[src/rtl/mem_access_pkg.sv]
// Shared types and geometry helpers for the MEM-stage data-memory access engine.
// Line and lane geometry is derived from module parameters, so the helpers are
// functions. The localparams below give the geometry of the default build.
package mem_access_pkg;

    typedef enum logic [2:0] {
        ST_IDLE    = 3'd0,
        ST_PTR     = 3'd1,
        ST_ACCESS  = 3'd2,
        ST_BACKOFF = 3'd3,
        ST_DONE    = 3'd4,
        ST_ERR     = 3'd5
    } mem_access_state_t;

    function automatic int line_bytes(input int line_w);
        return line_w / 8;
    endfunction

    function automatic int byte_off_bits(input int line_w);
        return $clog2(line_w / 8);
    endfunction

    function automatic int word_off_bits(input int data_w);
        return $clog2(data_w / 8);
    endfunction

    function automatic int lane_bits(input int line_w, input int data_w);
        return byte_off_bits(line_w) - word_off_bits(data_w);
    endfunction

    // Width of a counter that must be able to hold max_retry itself
    function automatic int retry_w(input int max_retry);
        return (max_retry < 1) ? 1 : $clog2(max_retry + 1);
    endfunction

    localparam int LINE_BYTES    = line_bytes(128);
    localparam int LANE_BITS     = lane_bits(128, 16);
    localparam int BYTE_OFF_BITS = byte_off_bits(128);

endpackage

[src/rtl/wb_lane_steer.sv]
// Lane steering between one DATA_W word (or byte) and a LINE_W wishbone line.
// Word accesses ignore the sub-word address bits, so they always land on an
// aligned lane. Byte reads are zero-extended to DATA_W.
module wb_lane_steer
    import mem_access_pkg::*;
#(
    parameter int DATA_W = 16,
    parameter int LINE_W = 128
) (
    input  logic [byte_off_bits(LINE_W)-1:0] addr_i,
    input  logic                             word_i,
    input  logic [DATA_W-1:0]                wdata_i,
    input  logic [LINE_W-1:0]                dat_s_i,
    output logic [LINE_W/8-1:0]              sel_o,
    output logic [LINE_W-1:0]                dat_m_o,
    output logic [DATA_W-1:0]                rdata_o
);

    localparam int OFF_W      = byte_off_bits(LINE_W);
    localparam int WORD_OFF   = word_off_bits(DATA_W);
    localparam int LB         = line_bytes(LINE_W);
    localparam int DATA_BYTES = DATA_W / 8;

    logic [OFF_W-1:0]  byte_off;
    logic [OFF_W+2:0]  bit_off;
    logic [LINE_W-1:0] shifted;

    assign byte_off = word_i ? {addr_i[OFF_W-1:WORD_OFF], {WORD_OFF{1'b0}}} : addr_i;
    assign bit_off  = {byte_off, 3'b000};
    assign shifted  = dat_s_i >> bit_off;

    // Place write data / byte enables at the addressed lane and pick read data out of it
    always_comb begin
        sel_o   = '0;
        dat_m_o = '0;
        rdata_o = '0;
        if (word_i) begin
            sel_o   = {{(LB-DATA_BYTES){1'b0}}, {DATA_BYTES{1'b1}}} << byte_off;
            dat_m_o = {{(LINE_W-DATA_W){1'b0}}, wdata_i} << bit_off;
            rdata_o = shifted[DATA_W-1:0];
        end else begin
            sel_o   = {{(LB-1){1'b0}}, 1'b1} << byte_off;
            dat_m_o = {{(LINE_W-8){1'b0}}, wdata_i[7:0]} << bit_off;
            rdata_o = {{(DATA_W-8){1'b0}}, shifted[7:0]};
        end
    end

endmodule

[src/rtl/mem_access_engine.sv]
// MEM-stage data-memory front end: owns one data-side wishbone transaction per
// instruction (byte/word load/store, optional pointer indirection, bounded RTY
// retry) and raises the MEM stall request while it is in flight.
// Build option: define MISALIGN_TRAP_EN to send misaligned word accesses (and
// misaligned fetched pointers) straight to ERR without a bus cycle; without it
// the sub-word address bits of a word access are ignored.
// DATA_W must be 16 or 32; LINE_W a power of two of at least 2*DATA_W.
//
// state   | meaning
// IDLE    | waiting for req_valid; latches the request on accept
// PTR     | reading the pointer word at the request address
// ACCESS  | data read/write at request address or fetched pointer
// BACKOFF | one idle bus cycle after RTY before re-entering PTR/ACCESS
// DONE    | result valid, held while stall=1
// ERR     | retry limit or misalignment trap, rdata=0, held while stall=1
module mem_access_engine
    import mem_access_pkg::*;
#(
    parameter int ADDR_W    = 16,
    parameter int DATA_W    = 16,
    parameter int LINE_W    = 128,
    parameter int MAX_RETRY = 7
) (
    input  logic                                     clk,
    input  logic                                     rst_n,
    input  logic                                     stall,
    input  logic                                     req_valid,
    input  logic                                     req_we,
    input  logic                                     req_word,
    input  logic                                     req_indirect,
    input  logic [ADDR_W-1:0]                        req_addr,
    input  logic [DATA_W-1:0]                        req_wdata,
    output logic [DATA_W-1:0]                        rdata,
    output logic                                     busy,
    output logic                                     done,
    output logic                                     error,
    output logic [ADDR_W-byte_off_bits(LINE_W)-1:0]  wb_adr,
    output logic                                     wb_cyc,
    output logic                                     wb_stb,
    output logic                                     wb_we,
    output logic [LINE_W/8-1:0]                      wb_sel,
    output logic [LINE_W-1:0]                        wb_dat_m,
    input  logic [LINE_W-1:0]                        wb_dat_s,
    input  logic                                     wb_ack,
    input  logic                                     wb_rty
);

    localparam int OFF_W    = byte_off_bits(LINE_W);
    localparam int WORD_OFF = word_off_bits(DATA_W);
    localparam int RETRY_W  = retry_w(MAX_RETRY);

    mem_access_state_t state_q;

    logic [ADDR_W-1:0]  addr_q;
    logic [ADDR_W-1:0]  ptr_q;
    logic [DATA_W-1:0]  wdata_q;
    logic               we_q;
    logic               word_q;
    logic               ind_q;
    logic               phase_ptr_q;
    logic [RETRY_W-1:0] retry_cnt_q;
    logic [DATA_W-1:0]  rdata_q;
    logic               done_q;
    logic               error_q;
    logic               cyc_q;
    logic               stb_q;
    logic               bus_we_q;

    logic [ADDR_W-1:0]   cur_addr;
    logic                cur_word;
    logic [LINE_W/8-1:0] steer_sel;
    logic [LINE_W-1:0]   steer_dat_m;
    logic [DATA_W-1:0]   lane_rdata;
    logic                trap_accept;
    logic                trap_ptr;

    // The pointer phase always reads a word at the request address; the data
    // phase of an indirect access goes to the fetched pointer instead.
    assign cur_addr = (ind_q && !phase_ptr_q) ? ptr_q : addr_q;
    assign cur_word = phase_ptr_q | word_q;

    wb_lane_steer #(
        .DATA_W (DATA_W),
        .LINE_W (LINE_W)
    ) u_steer (
        .addr_i  (cur_addr[OFF_W-1:0]),
        .word_i  (cur_word),
        .wdata_i (wdata_q),
        .dat_s_i (wb_dat_s),
        .sel_o   (steer_sel),
        .dat_m_o (steer_dat_m),
        .rdata_o (lane_rdata)
    );

`ifdef MISALIGN_TRAP_EN
    // Indirect requests fetch a word at req_addr, so that address must be aligned too
    assign trap_accept = (req_word | req_indirect) & (|req_addr[WORD_OFF-1:0]);
    assign trap_ptr    = word_q & (|lane_rdata[WORD_OFF-1:0]);
`else
    assign trap_accept = 1'b0;
    assign trap_ptr    = 1'b0;
`endif

    assign busy     = (state_q == ST_PTR) || (state_q == ST_ACCESS) ||
                      (state_q == ST_BACKOFF) || ((state_q == ST_IDLE) && req_valid);
    assign rdata    = rdata_q;
    assign done     = done_q;
    assign error    = error_q;
    assign wb_cyc   = cyc_q;
    assign wb_stb   = stb_q;
    assign wb_we    = bus_we_q;
    assign wb_adr   = cur_addr[ADDR_W-1:OFF_W];
    assign wb_sel   = steer_sel;
    assign wb_dat_m = bus_we_q ? steer_dat_m : '0;

    // Transaction FSM with registered bus control and result outputs
    always_ff @(posedge clk or negedge rst_n) begin
        if (!rst_n) begin
            state_q     <= ST_IDLE;
            addr_q      <= '0;
            ptr_q       <= '0;
            wdata_q     <= '0;
            we_q        <= 1'b0;
            word_q      <= 1'b0;
            ind_q       <= 1'b0;
            phase_ptr_q <= 1'b0;
            retry_cnt_q <= '0;
            rdata_q     <= '0;
            done_q      <= 1'b0;
            error_q     <= 1'b0;
            cyc_q       <= 1'b0;
            stb_q       <= 1'b0;
            bus_we_q    <= 1'b0;
        end else begin
            case (state_q)
                ST_IDLE: begin
                    if (req_valid) begin
                        addr_q      <= req_addr;
                        wdata_q     <= req_wdata;
                        we_q        <= req_we;
                        word_q      <= req_word;
                        ind_q       <= req_indirect;
                        retry_cnt_q <= '0;
                        if (trap_accept) begin
                            state_q <= ST_ERR;
                            rdata_q <= '0;
                            done_q  <= 1'b1;
                            error_q <= 1'b1;
                        end else begin
                            state_q     <= req_indirect ? ST_PTR : ST_ACCESS;
                            phase_ptr_q <= req_indirect;
                            cyc_q       <= 1'b1;
                            stb_q       <= 1'b1;
                            bus_we_q    <= req_we & ~req_indirect;
                        end
                    end
                end
                ST_PTR, ST_ACCESS: begin
                    if (wb_ack) begin
                        cyc_q    <= 1'b0;
                        stb_q    <= 1'b0;
                        bus_we_q <= 1'b0;
                        if (state_q == ST_PTR) begin
                            ptr_q <= ADDR_W'(lane_rdata);
                            if (trap_ptr) begin
                                state_q <= ST_ERR;
                                rdata_q <= '0;
                                done_q  <= 1'b1;
                                error_q <= 1'b1;
                            end else begin
                                state_q     <= ST_ACCESS;
                                phase_ptr_q <= 1'b0;
                                cyc_q       <= 1'b1;
                                stb_q       <= 1'b1;
                                bus_we_q    <= we_q;
                            end
                        end else begin
                            if (!we_q) begin
                                rdata_q <= lane_rdata;
                            end
                            state_q <= ST_DONE;
                            done_q  <= 1'b1;
                        end
                    end else if (wb_rty) begin
                        cyc_q    <= 1'b0;
                        stb_q    <= 1'b0;
                        bus_we_q <= 1'b0;
                        if (retry_cnt_q == RETRY_W'(MAX_RETRY)) begin
                            state_q <= ST_ERR;
                            rdata_q <= '0;
                            done_q  <= 1'b1;
                            error_q <= 1'b1;
                        end else begin
                            retry_cnt_q <= retry_cnt_q + 1'b1;
                            state_q     <= ST_BACKOFF;
                        end
                    end
                end
                ST_BACKOFF: begin
                    state_q  <= phase_ptr_q ? ST_PTR : ST_ACCESS;
                    cyc_q    <= 1'b1;
                    stb_q    <= 1'b1;
                    bus_we_q <= we_q & ~phase_ptr_q;
                end
                ST_DONE, ST_ERR: begin
                    if (!stall) begin
                        state_q <= ST_IDLE;
                        done_q  <= 1'b0;
                        error_q <= 1'b0;
                    end
                end
                default: begin
                    state_q <= ST_IDLE;
                    cyc_q   <= 1'b0;
                    stb_q   <= 1'b0;
                end
            endcase
        end
    end

endmodule

[config.mk]
export PLATFORM = sky130hd
export DESIGN_NAME = mem_access_engine
export DESIGN_NICKNAME = d
export VERILOG_FILES = /design/src/rtl/mem_access_pkg.sv /design/src/rtl/wb_lane_steer.sv /design/src/rtl/mem_access_engine.sv
export SDC_FILE = /design/constraint.sdc
export NUM_CORES = 1
export LEC_CHECK = 0
export CAP_MARGIN = 20
export CORE_MARGIN = 8
export CORE_UTILIZATION = 26
export DETAILED_ROUTE_END_ITERATION = 12
export SYNTH_ARGS = -nofsm -noshare
export SYNTH_HDL_FRONTEND = slang
export SYNTH_SLANG_ARGS = --single-unit
export TNS_END_PERCENT = 5
[constraint.sdc]
create_clock -name clk -period 2.8 [get_ports clk]
set_input_delay 0.56 -clock clk [delete_from_list [all_inputs] [get_ports clk]]
set_output_delay 0.56 -clock clk [all_outputs]
set_load 0.05 [all_outputs]
==> impl_metrics.yaml <==
synth:
  ys_seq_area_frac: 0.321
  synth.top_cell.area_share: 0.321
  avgSynthCellArea_sq_um: 8.14
  ys_seq_elements: 78
  synth_common_cells: "nand2_1, nor2_1, dfrtp_1"
  synth_most_common_cell: "nand2_1"
  synth_nets: 917
  yosysTopAreaCell: "dfrtp_1"
  synth_area_leaders: "dfrtp_1, nand2_1, and2_1, mux2_2, nor2_1"
  async_flop_share: 1.00
  ys_warn_count: 0
  synth_edf_count: 0
  synth.distinct_cells: 48
  ys.flop_type: "dfrtp_1"
  syn_inst: 746
  syn_area_sq_mm: 0.00607
sta:
  drv_slew: 0
  setup_tns_ns: -0.892
  layout_min_cycle_time_ns: 2.85
  worstMarginPinSlew_ns: 0.911
  holdWs_ns: 0.191
  setup_viol: 43
  timing.fmax_mhz: 351
  finalClockSkew_ns: 0.00688
  fin_crit_sh: 1.02
  slew_headroom: 0.388
  fin_ws_ns: -0.0503
  rsz0062_at_grt: "true"
  finalHoldViolCount: 0
layout:
  layout.nets: 1296
  fillCellCount: 2083
  area_growth_pct: 103
  diodes: 0
  drive_above_1_share: 0.354
  design_area_sq_mm: 0.0123
clock_tree:
  cts_tree: "built"
  postCtsHoldBufs: 0
  cts.htree.levels: 3
  clk_latency_ns: 0.34
  path_clk_slew_ns: 0.06
  cts_sinks: 78
  clock_path_buffers: 2
  cts_buffers: 9
  root_buffer: "clkbuf_16"
power:
  swShare: 0.524
  power.share.combinational: 0.758
  p_leak_nw: 5.08
  seqPwrFrac: 0.149
  max-vdd-ir-drop_mv: 0.882
  p_switching_mw: 7.67
  intPower_mw: 6.97
  power_density_mw_per_mm2: 1190
  p_total_mw: 14.6
  p_clk_frac: 0.093
placement:
  post_dp_cell_area_sq_mm: 0.0111
  port_buffers: 346
  dp_hpwl_um: 24500
  globalplace.congestion: 0.889
worst_setup_path:
  critical_path.max_stage_delay_ns: 0.40
  ff2ff_path_depth: 10
  reg2reg_from: "phase_ptr_q"
  arrival_ns: 2.29
  cp_common_cell: "buf_6"
  path_class: "flop to primary output"
  crit_end: "wb_dat_m[61]"
  cp-start-kind: "flop"
  crit_path_start: "phase_ptr_q"
  path_cells: "buf_6 -> nor2b_1 -> buf_4 -> mux2i_4 -> buf_6 -> buf_6 -> nand4_1 -> buf_6 -> nor2_2 -> buf_12"
  cp_max_fo: 8
  cp-end-kind: "primary output"
  rrSetupSlack_ns: 0.30
  r2r-end: "rdata[2]"
  critical_path_required_ns: 2.24
  cp_slowest_cell: "dfrtp_1"
global_routing:
  track_usage: 0.207
  grt_pass1_vias: 7246
  grt_pass1_wl_um: 45700
  antenna_found_initial: 0
  grt-ovfl-total: 0
  grt_max_degree: 68
route:
  m1WireLength_um: 12800
  initialDrtViolationCount: 598
  wl_met3_um: 2410
  num_vias: 7373
  dr.pass1.iters: 8
  wirelength_um: 31200
  wl_per_cell_um: 21.5
  topRoutingLayerUsed: "met4"
  viasPerCell: 5.09
  drt.antenna.violating_nets: 0
  wl_met2_um: 15500
  drc: 0
floorplan:
  die_area_sq_mm: 0.0285
  num_rows: 56
  ios: 347
  chipWidth_um: 169
  coreArea_sq_mm: 0.0232
  start_util: 0.262
  die_y_um: 169
run_status:
  failed_checks: "negative setup slack"
  status: "finished with violations"
job:
  drv_cap: 0
min_path:
  hold_path.class: "input pin to asynchronous set/reset pin"
layout make-up:
type | instances | area, sq um | share of cell area
Sequential cell | 78 | 1950 | 0.159
Clock buffer | 9 | 225 | 0.0183
Inverter | 13 | 48.8 | 0.00396
Tap cell | 319 | 399 | 0.0324
Timing Repair Buffer | 421 | 5250 | 0.426
Multi-Input combinational cell | 602 | 4310 | 0.350
Clock inverter | 7 | 121 | 0.00986
layer usage:
metal  track usage  vias up
met5             0        -
met4        0.0431        0
met1         0.263     3623
li1              -     3464
met3        0.0540       28
met2         0.346      258
layout by cell type (no fill, tap or decap), types with 7 or more instances in the layout:
cell	count
clkdlybuf4s50_1	188
nand2_1	117
buf_12	114
buf_4	84
dfrtp_1	77
and2_1	52
a22oi_1	46
mux2_2	35
nor2_1	34
nor2_4	34
mux2i_1	33
nor2_2	31
a21oi_1	31
buf_6	28
a211oi_1	20
and2_4	14
nand4_1	13
o21ai_1	13
inv_1	13
nand3_1	11
nor3_1	11
clkbuf_16	11
a222oi_1	10
a2111oi_0	10
nor3_2	7
o21ai_0	7
kinds of logic after synthesis:
group | share of synthesized area
adder cells (fa/ha/maj) | 0.00412
AND/OR/NAND/NOR | 0.271
flip-flops | 0.321
AO/OA/AOI/OAI | 0.194
multiplexers | 0.156
buffers and inverters | 0.0540
worst min-delay path by stage:
| stage | startpoint | end | slack, ns | depth (start not counted) |
|---|---|---|---|---|
| 2_1_floorplan | rst_n | addr_q[0] | 0.26 | 0 |
| 3_3_place_gp | ptr_q[1] | ptr_q[1] | 0.47 | 2 |
| 3_5_place_dp | ptr_q[1] | ptr_q[1] | 0.48 | 2 |
| 4_1_cts | rst_n | wb_stb | 0.19 | 1 |
| 5_1_grt | rst_n | wdata_q[4] | 0.22 | 1 |
| 6_report | rst_n | wb_stb | 0.19 | 1 |
flip-flops by register name (all words and copies together) (netlist names):
register / flops
addr_q: 16
ptr_q: 16
rdata: 16
wdata_q: 16
retry_cnt_q: 3
state_q: 3
done: 1
error: 1
ind_q: 1
phase_ptr_q: 1
wb_stb: 1
wb_we: 1
we_q: 1
word_q: 1
worst max-delay path: cells and delay by family, from the launching register on:
| family | cells | cell delay [ns] |
|---|---|---|
| buf+inv | 6 | 0.88 |
| flops | 1 | 0.40 |
| simple gates | 3 | 0.34 |
| mux | 1 | 0.32 |
repair_timing:
action	in CTS	in global routing
cloned	0	2
setup buffers	1	14
setup endpoints to repair	142	141
resized for setup	44	135
pin swaps	0	5
per-stage QoR:
step                std cells   util  setup WS (ns)
detailed placement       1416  0.481       -0.00635
global route             1449  0.531         -0.166
finish                   1449  0.531        -0.0503
CTS                      1433  0.503         -0.162
floorplan                 746      -         -0.301
global placement         1416  0.481         0.0765
power groups by stage:
stage | combinational (mW) | sequential (mW) | clock, mW
2_1_floorplan | 5.56 | 2.35 | 0
3_3_place_gp | 9.96 | 2.16 | 0
3_5_place_dp | 9.98 | 2.16 | 0
4_1_cts | 10.3 | 2.15 | 1.40
5_1_grt | 11.8 | 2.25 | 1.43
6_report | 11.1 | 2.18 | 1.37
No activity file was read; power rests on OpenSTA's default activity.
